### src/rtl/muldiv_unit.sv
// rtl/muldiv_unit.sv - iterative RV32M/RV64M multiply/divide unit beside the Execute-stage ALU
module muldiv_unit #(
   parameter int XLEN = 32,
   parameter int CNTW = $clog2(XLEN)
) (
   input  logic            clk,
   input  logic            reset,
   input  logic            start_E,
   input  logic [2:0]      funct3_E,
   input  logic [XLEN-1:0] SrcA_E,
   input  logic [XLEN-1:0] SrcB_E,
   input  logic [4:0]      rd_E,
   input  logic            Flush_E,
   output logic            busy,
   output logic            done,
   output logic [XLEN-1:0] result_M,
   output logic [4:0]      rd_M,
   output logic            stall_req
);

   localparam int              AW       = 2 * XLEN + 1;
   localparam logic [XLEN-1:0] INT_MIN  = {1'b1, {(XLEN-1){1'b0}}};
   localparam logic [CNTW-1:0] CNT_INIT = CNTW'(XLEN - 1);

   typedef enum logic [1:0] {
      S_IDLE = 2'd0,
      S_CALC = 2'd1,
      S_ADJ  = 2'd2,
      S_DONE = 2'd3
   } state_t;

   state_t          state_q, state_d;
   logic [CNTW-1:0] cnt_q, cnt_d;
   logic [2:0]      op_q, op_d;
   logic [4:0]      rd_lat_q, rd_lat_d;
   logic            neg_q, neg_d;
   logic [AW-1:0]   acc_q, acc_d;
   logic [XLEN-1:0] opb_q, opb_d;
   logic [XLEN-1:0] result_q, result_d;
   logic [4:0]      rd_q, rd_d;

   logic            accept, is_mul, signed_a, signed_b, sign_a, sign_b;
   logic            div_zero, div_ovf, fast;
   logic [XLEN-1:0] mag_a, mag_b, fast_res;

   // Request decode: operand magnitudes and the two RISC-V special division cases.
   always_comb begin
      accept   = (state_q == S_IDLE) & start_E & ~Flush_E & ~reset;
      is_mul   = ~funct3_E[2];
      signed_a = (funct3_E == 3'b001) | (funct3_E == 3'b010) |
                 (funct3_E == 3'b100) | (funct3_E == 3'b110);
      signed_b = (funct3_E == 3'b001) | (funct3_E == 3'b100) | (funct3_E == 3'b110);
      sign_a   = signed_a & SrcA_E[XLEN-1];
      sign_b   = signed_b & SrcB_E[XLEN-1];
      mag_a    = sign_a ? -SrcA_E : SrcA_E;
      mag_b    = sign_b ? -SrcB_E : SrcB_E;
      div_zero = funct3_E[2] & (SrcB_E == '0);
      div_ovf  = funct3_E[2] & ~funct3_E[0] & (SrcA_E == INT_MIN) & (SrcB_E == '1);
      fast     = div_zero | div_ovf;
      if (div_zero) begin
         fast_res = funct3_E[1] ? SrcA_E : '1;
      end else begin
         fast_res = funct3_E[1] ? '0 : SrcA_E;
      end
   end

   logic [XLEN:0]     mul_sum, div_hi, div_diff;
   logic              div_ge;
   logic [AW-1:0]     mul_next, div_shift, div_next;
   logic [2*XLEN-1:0] prod_s;
   logic [XLEN-1:0]   quo_s, rem_s, adj_res;

   // Multiply: {hi+carry, multiplier} shifts right; divide: {remainder, quotient} shifts left.
   always_comb begin
      mul_sum   = acc_q[AW-1:XLEN] + (acc_q[0] ? {1'b0, opb_q} : '0);
      mul_next  = {1'b0, mul_sum, acc_q[XLEN-1:1]};
      div_shift = {acc_q[AW-2:0], 1'b0};
      div_hi    = div_shift[AW-1:XLEN];
      div_ge    = div_hi >= {1'b0, opb_q};
      div_diff  = div_hi - {1'b0, opb_q};
      div_next  = div_ge ? {div_diff, div_shift[XLEN-1:1], 1'b1} : div_shift;
      prod_s    = neg_q ? -acc_q[2*XLEN-1:0] : acc_q[2*XLEN-1:0];
      quo_s     = neg_q ? -acc_q[XLEN-1:0] : acc_q[XLEN-1:0];
      rem_s     = neg_q ? -acc_q[2*XLEN-1:XLEN] : acc_q[2*XLEN-1:XLEN];
      case (op_q)
         3'b000:                 adj_res = prod_s[XLEN-1:0];
         3'b001, 3'b010, 3'b011: adj_res = prod_s[2*XLEN-1:XLEN];
         3'b100, 3'b101:         adj_res = quo_s;
         default:                adj_res = rem_s;
      endcase
   end

   always_ff @(posedge clk) begin
      if (reset) begin
         state_q <= S_IDLE;
      end else begin
         state_q <= state_d;
      end
   end

   always_comb begin
      state_d = state_q;
      case (state_q)
         S_IDLE:  if (accept) state_d = fast ? S_DONE : S_CALC;
         S_CALC:  if (cnt_q == '0) state_d = S_ADJ;
         S_ADJ:   state_d = S_DONE;
         S_DONE:  state_d = S_IDLE;
         default: state_d = S_IDLE;
      endcase
      if (Flush_E) begin
         state_d = S_IDLE;
      end
   end

   always_comb begin
      busy      = (state_q != S_IDLE);
      done      = (state_q == S_DONE);
      stall_req = accept | (state_q == S_CALC) | (state_q == S_ADJ);
      result_M  = result_q;
      rd_M      = rd_q;
   end

   always_comb begin
      cnt_d    = cnt_q;
      op_d     = op_q;
      rd_lat_d = rd_lat_q;
      neg_d    = neg_q;
      acc_d    = acc_q;
      opb_d    = opb_q;
      result_d = result_q;
      rd_d     = rd_q;
      case (state_q)
         S_IDLE: begin
            if (accept) begin
               op_d     = funct3_E;
               rd_lat_d = rd_E;
               neg_d    = (funct3_E[2] & funct3_E[1]) ? sign_a : (sign_a ^ sign_b);
               acc_d    = {{(XLEN+1){1'b0}}, (is_mul ? mag_b : mag_a)};
               opb_d    = is_mul ? mag_a : mag_b;
               cnt_d    = CNT_INIT;
               if (fast) begin
                  result_d = fast_res;
                  rd_d     = rd_E;
               end
            end
         end
         S_CALC: begin
            acc_d = op_q[2] ? div_next : mul_next;
            if (cnt_q != '0) begin
               cnt_d = cnt_q - CNTW'(1);
            end
         end
         S_ADJ: begin
            if (!Flush_E) begin
               result_d = adj_res;
               rd_d     = rd_lat_q;
            end
         end
         default: begin
         end
      endcase
   end

   always_ff @(posedge clk) begin
      if (reset) begin
         cnt_q    <= '0;
         op_q     <= '0;
         rd_lat_q <= '0;
         neg_q    <= 1'b0;
         acc_q    <= '0;
         opb_q    <= '0;
         result_q <= '0;
         rd_q     <= '0;
      end else begin
         cnt_q    <= cnt_d;
         op_q     <= op_d;
         rd_lat_q <= rd_lat_d;
         neg_q    <= neg_d;
         acc_q    <= acc_d;
         opb_q    <= opb_d;
         result_q <= result_d;
         rd_q     <= rd_d;
      end
   end

endmodule

### config.mk
export PLATFORM = sky130hd
export DESIGN_NAME = muldiv_unit
export DESIGN_NICKNAME = d
export VERILOG_FILES = /design/src/rtl/muldiv_unit.sv
export SDC_FILE = /design/constraint.sdc
export NUM_CORES = 1
export LEC_CHECK = 0
export ABC_AREA = 1
export CORE_AREA = 2 2 230 232
export DETAILED_ROUTE_END_ITERATION = 10
export DIE_AREA = 0 0 232 234
export PLACE_DENSITY = 0.61
export SLEW_MARGIN = 5
export SYNTH_ARGS = -nofsm -noshare
export SYNTH_HDL_FRONTEND = slang
export SYNTH_SLANG_ARGS = --single-unit
### constraint.sdc
create_clock -name clk -period 2.45 [get_ports clk]
set_clock_uncertainty 0.15 [all_clocks]
set_input_delay 0.245 -clock clk [delete_from_list [all_inputs] [get_ports clk]]
set_output_delay 0.245 -clock clk [all_outputs]
set_load 0.02 [all_outputs]
==> flow_metrics.tcl <==
set metrics [dict create \
    outcome "complete, but fails checks" \
    violations "negative setup slack" \
    finalPower_w 0.00973 \
    overflow 0 \
    die_width_um 232 \
    fillerInstances 5315 \
    path_clk_slew_ns 0.08 \
    yosysUniqueCellTypes 54 \
    crit_slowest_cell "dfxtp_4" \
    cts_root_buffer "clkbuf_16" \
    drt_iter0_markers 2831 \
    drtPass1Iterations 7 \
    hold_violations 0 \
    p_leak_nw 13.6 \
    irDropWorstVdd_v 0.000488 \
    r2r-start "acc_q[0]" \
    synth-seq-area-share_pct 16.7 \
    cpPeakStageDelay_ns 0.37 \
    initial_core_util_pct 34.6 \
    clk_path_buf_depth 2 \
    grt_pass1_vias 23666 \
    vias 25207 \
    cp-startpoint "acc_q[0]" \
    ioPinCount 116 \
    drive_above_1_share_pct 31.1 \
    critPathKind "flip-flop to flip-flop" \
    grt_setup_unrepaired "true" \
    synth_edf_count 0 \
    synth_flop_cell "dfxtp_1" \
    finalCriticalPeriod_ns 2.54 \
    port_buffers 115 \
    grt_antenna_before_repair 2 \
    critical_path.top_delay_family "compound AO/OA/AOI/OAI gates" \
    yosysTopAreaCellShare_pct 19.8 \
    rows 84 \
    routabilityCongestion 1.03 \
    max_slew_margin_pct 50.8 \
    cts-buffers-inserted 17 \
    endpoint_kind "flip-flop" \
    power.density_nw_per_um2 350 \
    syn_nets 3445 \
    slew_violations 0 \
    viasPerCell 5.33 \
    critPathLaunchType "flip-flop" \
    post-route-period-util_pct 104 \
    crit_path_max_fanout 19 \
    syn_area_um2 18000 \
    postCtsHoldBufs 0 \
    diodes 0 \
    fmaxAchievable_ghz 0.394 \
    placed_cell_area_um2 24800 \
    routedWlPerCell_um 20.5 \
    cts_tree "built" \
    ys_warn_count 0 \
    synth_area_per_cell_um2 5.46 \
    final_antenna_net_count 0 \
    grt_pass1_wl_um 142000 \
    fin_setup_tns_ns -1.15 \
    drv_cap 0 \
    path_cells "buf_12 > nand2_1 > inv_1 > ha_4 > a21oi_2 > buf_4 > o21ai_0 > a21oi_1 > nand2_2 > xor2_1 > nand2_1 > nand2_2 > nand3_1 > a21oi_1" \
    finalSetupViolCount 31 \
    cts.htree.levels 4 \
    worstMarginPinSlew_ns 0.737 \
    grt_max_degree 64 \
    clk_latency_ns 0.49 \
    postLayoutCellArea_um2 27800 \
    synth_top_area_cell "nand2_1" \
    setup_slack_ns -0.0889 \
    die-area_um2 54300 \
    clock_sinks 150 \
    hold_start "reset" \
    grt_use_total_pct 35.0 \
    cp_num_buf_inv 3 \
    drt-total-wl_um 96900 \
    syn_inst 3291 \
    place_hpwl_um 78300 \
    yosys_register_bits 150 \
    area_growth_syn_to_layout_pct 54.7 \
    async_reset_ff_share_pct 0 \
    nets 4181 \
    post-place-ws_ns -0.455 \
    hold_class "primary input to flip-flop" \
    drc 0 \
    crit_arrival_ns 2.73 \
    cp.required_ns 2.64 \
    synth.area.top_cells "nand2_1 (20%), dfxtp_1 (17%), nor2_1 (8.6%), inv_1 (7.9%), a21oi_1 (7.9%)" \
    fp.coreArea_um2 52000 \
    fp.dieH_um 234 \
]
worst paths after layout:
check	depth (start not counted)	slack, ns	end
setup / recovery	14	-0.09	acc_q[45]
hold / removal	5	0.04	state_q[1]
setup reg to reg	14	-0.09	acc_q[45]
hold reg to reg	1	0.32	cnt_q[0]
report_power, final:
part / switching (W) / internal (W) / leakage [nW]
logic: 0.00254 / 0.00185 / 12.1
registers: 0.0000896 / 0.00252 / 1.23
clock network: 0.00137 / 0.00136 / 0.282
cell families (layout without fill, tap and decap cells):
family	after synthesis	in the layout	synth area share [%]
AND/OR/NAND/NOR	1781	1781	41.7
AO/OA/AOI/OAI	676	676	20.5
buffers and inverters	519	1268	11.4
flip-flops	150	150	16.7
adder cells (fa/ha/maj)	82	82	5.73
XOR/XNOR	82	82	3.99
multiplexers	1	1	0.0557
cell usage after synthesis (20+ instances only):
cell and instances:
nor2_1 410, nand2_1 949, a21oi_1 282, o211ai_1 41, o21ai_0 261, xor2_1 67
clkbuf_1 76, buf_2 20, inv_1 379, a31oi_1 27, ha_1 76, dfxtp_1 150
nand4_1 59, nor3_1 24, nand3_1 254
worst reg2reg max path: cells and delay by family, from the launching register on:
kind / cells / cell delay (ns)
AO/OA/AOI/OAI: 4 / 0.54
buffers and inverters: 3 / 0.43
XOR/XNOR: 1 / 0.19
flip-flops: 1 / 0.37
AND/OR/NAND/NOR: 5 / 0.48
adder cells (fa/ha/maj): 1 / 0.25
through the flow:
| step | utilization (%) | hold slack, ns | std cells |
|---|---|---|---|
| 4_1_cts | 51.8 | 0.0394 | 4711 |
| 3_3_place_gp | 47.7 | 0.297 | 4661 |
| 5_1_grt | 53.4 | 0.0668 | 4728 |
| 2_1_floorplan | - | 0.244 | 3291 |
| 3_5_place_dp | 47.7 | 0.303 | 4661 |
| 6_report | 53.4 | 0.0368 | 4728 |
final cells by class:
| cell class | instances | area, um^2 | area share (%) |
|---|---|---|---|
| timing repair buffer | 841 | 6960 | 25.0 |
| clock buffer | 17 | 425 | 1.53 |
| sequential | 150 | 3050 | 11.0 |
| clock inverter | 15 | 160 | 0.576 |
| multi-input combinational | 2622 | 14900 | 53.4 |
| inverter | 395 | 1490 | 5.35 |
| tap | 688 | 861 | 3.10 |
per-layer routing:
layer / routed length [um] / vias up / global-route usage, % / share of wire (%)
met5: 22 / - / 0 / 0.023
met2: 43100 / 1214 / 56.9 / 45
met3: 8130 / 278 / 5.27 / 8.4
met1: 39500 / 11464 / 44.6 / 41
met4: 6080 / 4 / 18.7 / 6.3
li1: - / 12247 / - / -
cell usage in the layout, fill, tap and decap left out, types with 26 or more instances in the layout:
| master | n |
|---|---|
| o211ai_1 | 41 |
| a21oi_1 | 230 |
| clkdlybuf4s50_1 | 113 |
| nand4_1 | 59 |
| ha_4 | 56 |
| dfxtp_1 | 122 |
| nand2_1 | 830 |
| buf_4 | 686 |
| o21ai_0 | 213 |
| nand2_2 | 112 |
| nor2_2 | 67 |
| inv_2 | 51 |
| nand3_1 | 233 |
| o21ai_1 | 40 |
| inv_1 | 341 |
| a21oi_2 | 47 |
| xor2_1 | 64 |
| nor2_1 | 343 |
| a31oi_1 | 26 |
registers in the layout (all words and copies together) (netlist names):
register  count
acc_q        65
opb_q        32
result_M     32
cnt_q         5
rd_M          5
rd_lat_q      5
op_q          3
state_q       2
neg_q         1
timing repair:
action,CTS,global route
gates resized for setup,312,239
pin swaps,56,74
endpoints found under the setup margin,58,67
buffers inserted,16,18
cloned,3,0
(Power assumes the default switching activity.)
